--- src/rtl/pwm_bank.sv ---
// Bank of PWM channels that share one counter. The counter runs edge-aligned or center-aligned.
// Level and period updates are double-buffered and take effect only at a period boundary.
module pwm_bank #(
    parameter int unsigned WIDTH    = 8,
    parameter int unsigned CHANNELS = 4,
    parameter int unsigned CH_W     = 2
) (
    input  logic                clk,
    input  logic                rst_n,
    input  logic                en,
    input  logic                mode,
    input  logic [WIDTH-1:0]    period,
    input  logic                wr_en,
    input  logic [CH_W-1:0]     wr_ch,
    input  logic [WIDTH-1:0]    wr_level,
    input  logic [CHANNELS-1:0] invert,
    output logic [CHANNELS-1:0] pwm_out,
    output logic                period_start,
    output logic [WIDTH-1:0]    cnt
);

    localparam logic DirUp   = 1'b0;
    localparam logic DirDown = 1'b1;

    logic [WIDTH-1:0]    cnt_q, cnt_d;
    logic                dir_q, dir_d;
    logic [WIDTH-1:0]    period_act_q;
    logic                mode_act_q;
    logic [WIDTH-1:0]    pend_q [CHANNELS];
    logic [WIDTH-1:0]    act_q  [CHANNELS];
    logic [WIDTH-1:0]    pend_d [CHANNELS];
    logic                start_q;
    logic [CHANNELS-1:0] pwm_q, pwm_d;
    logic                ps_q;
    logic                bnd;
    logic                load;
    logic                wr_valid;

    assign wr_valid = wr_en && (32'(wr_ch) < CHANNELS);

    // Last cycle of the current period.
    always_comb begin
        if (!mode_act_q) begin
            bnd = (cnt_q == period_act_q);
        end else begin
            bnd = (period_act_q == '0) || (dir_q == DirDown && cnt_q == WIDTH'(1));
        end
    end

    assign load = !en || bnd;

    always_comb begin
        cnt_d = cnt_q;
        dir_d = dir_q;
        if (load) begin
            cnt_d = '0;
            dir_d = DirUp;
        end else if (!mode_act_q || dir_q == DirUp) begin
            cnt_d = cnt_q + WIDTH'(1);
            // Turn around as the counter reaches the top, so the top value is seen exactly once.
            dir_d = (mode_act_q && cnt_d == period_act_q) ? DirDown : DirUp;
        end else begin
            cnt_d = cnt_q - WIDTH'(1);
        end
    end

    // A write in a load cycle is merged into the value that gets loaded.
    always_comb begin
        for (int i = 0; i < int'(CHANNELS); i++) begin
            pend_d[i] = (wr_valid && wr_ch == CH_W'(i)) ? wr_level : pend_q[i];
        end
    end

    always_comb begin
        pwm_d = invert;
        if (en) begin
            for (int i = 0; i < int'(CHANNELS); i++) begin
                pwm_d[i] = (cnt_q < act_q[i]) ^ invert[i];
            end
        end
    end

    always_ff @(posedge clk) begin
        if (!rst_n) begin
            cnt_q        <= '0;
            dir_q        <= DirUp;
            period_act_q <= '0;
            mode_act_q   <= 1'b0;
            start_q      <= 1'b1;
            pwm_q        <= '0;
            ps_q         <= 1'b0;
            for (int i = 0; i < int'(CHANNELS); i++) begin
                pend_q[i] <= '0;
                act_q[i]  <= '0;
            end
        end else begin
            cnt_q   <= cnt_d;
            dir_q   <= dir_d;
            start_q <= load;
            pwm_q   <= pwm_d;
            ps_q    <= en && start_q && (cnt_q == '0);
            for (int i = 0; i < int'(CHANNELS); i++) begin
                pend_q[i] <= pend_d[i];
            end
            if (load) begin
                period_act_q <= period;
                mode_act_q   <= mode;
                for (int i = 0; i < int'(CHANNELS); i++) begin
                    act_q[i] <= pend_d[i];
                end
            end
        end
    end

    assign cnt          = cnt_q;
    assign pwm_out      = pwm_q;
    assign period_start = ps_q;

endmodule

--- config.mk ---
export PLATFORM = sky130hd
export DESIGN_NAME = pwm_bank
export DESIGN_NICKNAME = d
export VERILOG_FILES = /design/src/rtl/pwm_bank.sv
export SDC_FILE = /design/constraint.sdc
export NUM_CORES = 1
export LEC_CHECK = 0
export BUFFER_PORTS_ARGS = -buffer_cell sky130_fd_sc_hd__buf_2
export CORE_UTILIZATION = 64
export CTS_CLUSTER_DIAMETER = 60
export CTS_CLUSTER_SIZE = 28
export DETAILED_ROUTE_END_ITERATION = 12
export PLACE_DENSITY = 0.84
export RECOVER_POWER = 50
export SLEW_MARGIN = 20
export SYNTH_ARGS = -nofsm -noshare
export SYNTH_HDL_FRONTEND = slang
export SYNTH_SLANG_ARGS = --single-unit
export TNS_END_PERCENT = 10
--- constraint.sdc ---
create_clock -name clk -period 3.9 [get_ports clk]
set_clock_uncertainty 0.2 [all_clocks]
set_input_delay 0.39 -clock clk [delete_from_list [all_inputs] [get_ports clk]]
set_output_delay 0.39 -clock clk [all_outputs]
set_load 0.005 [all_outputs]
==> results.cfg, run 1 <==
[final_layout]
final_core_util = 0.723
final_common_cell = nor2b_1
antenna_cells = 0
final_cell_mix = nor2b_1 (65), dfxtp_1 (56), mux2i_1 (41), inv_1 (34)
multi_input_area_sq_um = 2240
ff_latch_area_sq_um = 2080
fillCellCount = 512
area_growth_pct = 8.18
nets = 533
layout-drive-gt1-share = 0.117

[routing]
dr.pass1.iters = 4
drt_wl_total_um = 9250
drtIter0Drc = 152
wl_per_cell_um = 16.1
vias = 3205
postRouteAntennaNets = 0
drcViolationCount = 0
vias_per_cell = 5.58

[setup_path]
critPathKind = register to register
cp_max_fo = 32
path_cells = xor2_1 -> nor3_1 -> a31oi_2 -> buf_4 -> nor2b_1
critPathTopFamily = compound AO/OA/AOI/OAI gates
r2r_start = cnt[4]
cp-start-kind = register
cp.required_ns = 3.80
cpPeakStageDelay_ns = 0.98
slowest_stage = a31oi_2
arrival_ns = 3.03
cp-startpoint = cnt[4]
worstPathBufferInverterCount = 1
critPathCaptureType = register

[synthesis]
yosys.area.top_type = dfxtp_1
synth.top_cell.area_share = 0.244
yosysWarnings = 0
syn_inst = 442
syn_avg_cell_area_sq_um = 10.4
syn_nets = 501
yosys-top-cells-area = dfxtp_1 (24%), edfxtp_1 (21%), mux2i_1 (8.9%)
async_flop_share = 0
synth_cell_types = 45
synth-edff-count = 32
synth_ff_type = dfxtp_1
ys_seq_elements = 88
synth.yosys.seq_area_share = 0.454
netlist_area_sq_um = 4590

[sta]
timing.setup.tns_ns = 0
rsz0062_at_grt = false
worst_pin_slew_ns = 1.21
period_minus_slack_ns = 3.12
setup_ws_ns = 0.778
hold_viol = 0
max_slew_margin = 0.188
finalSetupViolations = 0
min_period_over_period = 0.801
drv_slew = 0
max_freq_mhz = 320

[floorplan]
core-area_sq_um = 6870
initial_utilization = 0.668
fp.dieH_um = 86.7
die_w_um = 86.7
dieArea_sq_um = 7520
ios = 40
num_rows = 30

[hold_path]
hold_start = period[5]
hp-class = input port to register

[power]
ir_drop_mv = 0.260
power_leakage_nw = 2.24
p_per_area_nw_per_um2 = 390

[clocking]
clk_latency_ns = 0.36
cts_tree = built
cts_buffers = 9
clock_sinks = 88
cts_setup_buffers = 0
clock_path_buffers = 2
clk_pin_slew_ns = 0.09
root_buffer = clkbuf_8
h-tree-depth = 3
post_cts_resized = 0
hold_buffers = 0

[grt]
grt_overflow_total = 0
grtUsageMet3 = 0.0457
grt_pass1_vias = 3192
grt_max_degree = 75
top_usage_layer = met2
use_met1 = 0.328
track_usage = 0.264
met2_usage = 0.434
grt_pass1_wl_um = 15000
antenna_found_initial = 0

[placed_design]
globalplace.congestion = 0.890
dp_hpwl_um = 6650
dp_worst_setup_slack_ns = 1.16
portBuffers = 39

[run_status]
status = completed

[run]
drv_cap = 0
-- routing by layer --
layer	wire length, um	part of all wire
met5	0	0
met4	376	0.041
met3	339	0.037
met2	4350	0.47
met1	4180	0.45
-- path summary, 6_finish.rpt --
kind | to | slack (ns) | cells after the start
hold / removal | period_act_q[5] | 0.08 | 3
setup / recovery | act_q[2][5] | 0.78 | 5
hold reg to reg | period_start | 0.25 | 2
setup reg to reg | act_q[2][5] | 0.78 | 5
-- state kept, by name (all words and copies together), names as in the netlist --
| signal | cells |
|---|---|
| pwm_out | 4 |
| start_q | 1 |
| cnt | 8 |
| period_act_q | 8 |
| period_start | 1 |
| dir_q | 1 |
| mode_act_q | 1 |
| pend_q | 32 |
| act_q | 32 |
-- worst register-to-register path, cell delays in order, from the launching register on --
cell and delay, ns:
dfxtp_1 0.71, xor2_1 0.31, nor3_1 0.11, a31oi_2 0.98, buf_4 0.46, nor2b_1 0.10
-- per-stage QoR --
stage	power (mW)	cell area [sq um]	cells	hold slack (ns)
after floorplan	1.27	4590	442	0.231
final	1.93	4970	574	0.0766
after global placement	1.33	4800	559	0.242
after CTS	1.94	4990	574	0.0727
after detailed placement	1.35	4800	559	0.245
after global routing	2.02	4970	574	0.0825
-- synthesized netlist by cell type, drive strengths merged (2+ instances only) --
master and count:
ha 32, buf 15, clkbuf 6, nor2 13
and3 10, nand2b 4, nand2 29, mux2i 41
xnor2 6, a21o 4, nand3 8, inv 34
and2 2, nand4 5, o2111ai 4, dfxtp 56
o21a 4, nand3b 6, a21oi 10, o21ai 13
nand4b 5, or3 4, nor3 6, nor2b 65
o31ai 3, xor2 14, edfxtp 32, nor4 3
-- area by class of cell --
| type | count | area share |
|---|---|---|
| Clock inverter | 3 | 0.00504 |
| Tap cell | 96 | 0.0242 |
| Clock buffer | 12 | 0.0333 |
| Multi-Input combinational cell | 299 | 0.451 |
| Sequential cell | 88 | 0.419 |
| Timing Repair Buffer | 42 | 0.0416 |
| Inverter | 34 | 0.0257 |
-- cell families (layout without fill, tap and decap cells) --
kind of cell    after synthesis  count (layout)  share of synthesized area
buf+inv                      55              91                     0.0567
compound gates               43              43                     0.0624
flops                        88              88                      0.454
fa+ha+maj                    32              32                     0.0872
mux                          41              41                     0.0894
simple gates                163             163                      0.209
xor+xnor                     20              20                     0.0414
-- report_power, final --
group,total [mW],switching [mW],internal [mW]
Clock,0.609,0.325,0.284
Sequential,1.05,0.0357,1.02
Combinational,0.271,0.160,0.111
Total,1.93,0.520,1.41
No activity file was read; power rests on OpenSTA's default activity.
==> inputs of run 2 (changes only) <==
--- a/config.mk
+++ b/config.mk
@@ -6,11 +6,11 @@
 export NUM_CORES = 1
 export LEC_CHECK = 0
 export BUFFER_PORTS_ARGS = -buffer_cell sky130_fd_sc_hd__buf_2
-export CORE_UTILIZATION = 64
+export CORE_UTILIZATION = 54
 export CTS_CLUSTER_DIAMETER = 60
 export CTS_CLUSTER_SIZE = 28
 export DETAILED_ROUTE_END_ITERATION = 12
-export PLACE_DENSITY = 0.84
+export PLACE_DENSITY = 0.75
 export RECOVER_POWER = 50
 export SLEW_MARGIN = 20
 export SYNTH_ARGS = -nofsm -noshare
==> constraint.sdc (replaced) <==
create_clock -name clk -period 2.57 [get_ports clk]
set_clock_uncertainty 0.2 [all_clocks]
set_input_delay 0.257 -clock clk [delete_from_list [all_inputs] [get_ports clk]]
set_output_delay 0.257 -clock clk [all_outputs]
set_load 0.005 [all_outputs]
==> run 2 against run 1 <==
Against the previous run: sequential power is 52% higher; non-clock buffer count is 16 higher; largest power group unchanged; sequential share of layout area is 1.3 points lower; final area is 3.2% higher; utilization is 9.9 points lower; highest routed layer unchanged; maximum frequency is 31% higher; flip-flop and latch count stayed put; routed wire length is 3.4% higher; cell count is 4.5% higher; total power is 54% higher.
==> results.cfg, run 2 (synthesis gave the netlist of run 1 again) <==
[floorplan]
core-area_sq_um = 8220
ios = 40
die_w_um = 94.2
fp.dieH_um = 94.2
initial_utilization = 0.559
num_rows = 33
dieArea_sq_um = 8870

[sta]
max_slew_margin = 0.412
hold_viol = 0
drv_slew = 0
finalSetupViolations = 0
rsz0062_at_grt = false
timing.setup.tns_ns = 0
holdWs_ns = 0.0325
period_minus_slack_ns = 2.37
min_period_over_period = 0.924
worst_pin_slew_ns = 0.882
setup_ws_ns = 0.195
max_freq_mhz = 421

[routing]
postRouteAntennaNets = 0
drt_wl_total_um = 9560
wl_per_cell_um = 15.9
vias = 3254
drtIter0Drc = 102
drcViolationCount = 0
dr.pass1.iters = 4
vias_per_cell = 5.42

[power]
p_total_mw = 2.99
ir_drop_mv = 0.365
power_leakage_nw = 2.31
p_per_area_nw_per_um2 = 583

[grt]
track_usage = 0.233
grt_max_degree = 51
grt_overflow_total = 0
grt_pass1_wl_um = 15500
grt_pass1_vias = 3230
antenna_found_initial = 0

[clocking]
post_cts_resized = 0
cts_setup_buffers = 0
clk_pin_slew_ns = 0.09
clock_path_buffers = 2
h-tree-depth = 3
clk_latency_ns = 0.35
cts_tree = built
cts_buffers = 9
clock_sinks = 88
root_buffer = clkbuf_8

[final_layout]
final_common_cell = nor2b_1
reg.largest.list = act_q x32, pend_q x32
area_growth_pct = 11.7
design_area_sq_um = 5130
antenna_cells = 0
layout-drive-gt1-share = 0.123
fillCellCount = 695
final_cell_mix = nor2b_1 (65), dfxtp_1 (56), mux2i_1 (41), inv_1 (34)
final_core_util = 0.624
finalNonFillerCells = 600
nets = 549

[setup_path]
slowest_stage = dfxtp_1
critPathKind = register to register
cp_max_fo = 32
critPathCaptureType = register
path_cells = xor2_1 -> nor4_2 -> a31oi_4 -> nand2_2 -> buf_4
arrival_ns = 2.19
cpPeakStageDelay_ns = 0.71
cp.required_ns = 2.39
cp-start-kind = register

[run_status]
status = completed

[placed_design]
place_area_sq_um = 4870
dp_cells = 575
dp_hpwl_um = 6960
dp_worst_setup_slack_ns = 0.328
portBuffers = 39
globalplace.congestion = 0.945

[hold_path]
hp-class = input port to register

[run]
drv_cap = 0
[run 2: critical path: cells and delay by family (launching register included)]
| kind | cells | cell delay [ns] |
|---|---|---|
| AOI/OAI and AO/OA | 1 | 0.17 |
| xor gates and xnor gates | 1 | 0.19 |
| buffers and inverters | 1 | 0.37 |
| DFF | 1 | 0.71 |
| and+or+nand+nor | 2 | 0.40 |
[run 2: repair_timing]
| action | CTS | global route |
|---|---|---|
| hold buffers | 9 | 0 |
| hold endpoints to repair | 9 | 0 |
| setup endpoints to repair | 0 | 0 |
[run 2: where the power goes]
group          internal, mW  switching [mW]  total [mW]
clock network         0.457           0.496       0.953
registers              1.55          0.0541        1.60
logic                 0.180           0.253       0.433
[run 2: metal layers]
| metal | wire length, um | global-route usage | up-vias |
|---|---|---|---|
| met4 | 296 | 0.0936 | 0 |
| met2 | 4630 | 0.402 | 91 |
| met3 | 480 | 0.0566 | 26 |
| met5 | 0 | 0 | - |
| met1 | 4160 | 0.275 | 1519 |
| li1 | - | - | 1618 |
[run 2: layout make-up]
type	instances	area [sq um]	area share
Clock buffer	10	128	0.0249
Multi-Input combinational cell	299	2250	0.439
Timing Repair Buffer	58	338	0.0659
Tap cell	105	131	0.0256
Sequential cell	88	2080	0.406
Clock inverter	6	68.8	0.0134
Inverter	34	128	0.0249
[run 2: worst paths after layout]
check	from	endpoint	slack [ns]	cells after the start
worst min register to register	start_q	period_start	0.28	2
worst max register to register	cnt[2]	act_q[0][4]	0.20	5
worst max-delay path	cnt[2]	act_q[0][4]	0.20	5
worst min-delay path	en	period_start	0.03	3
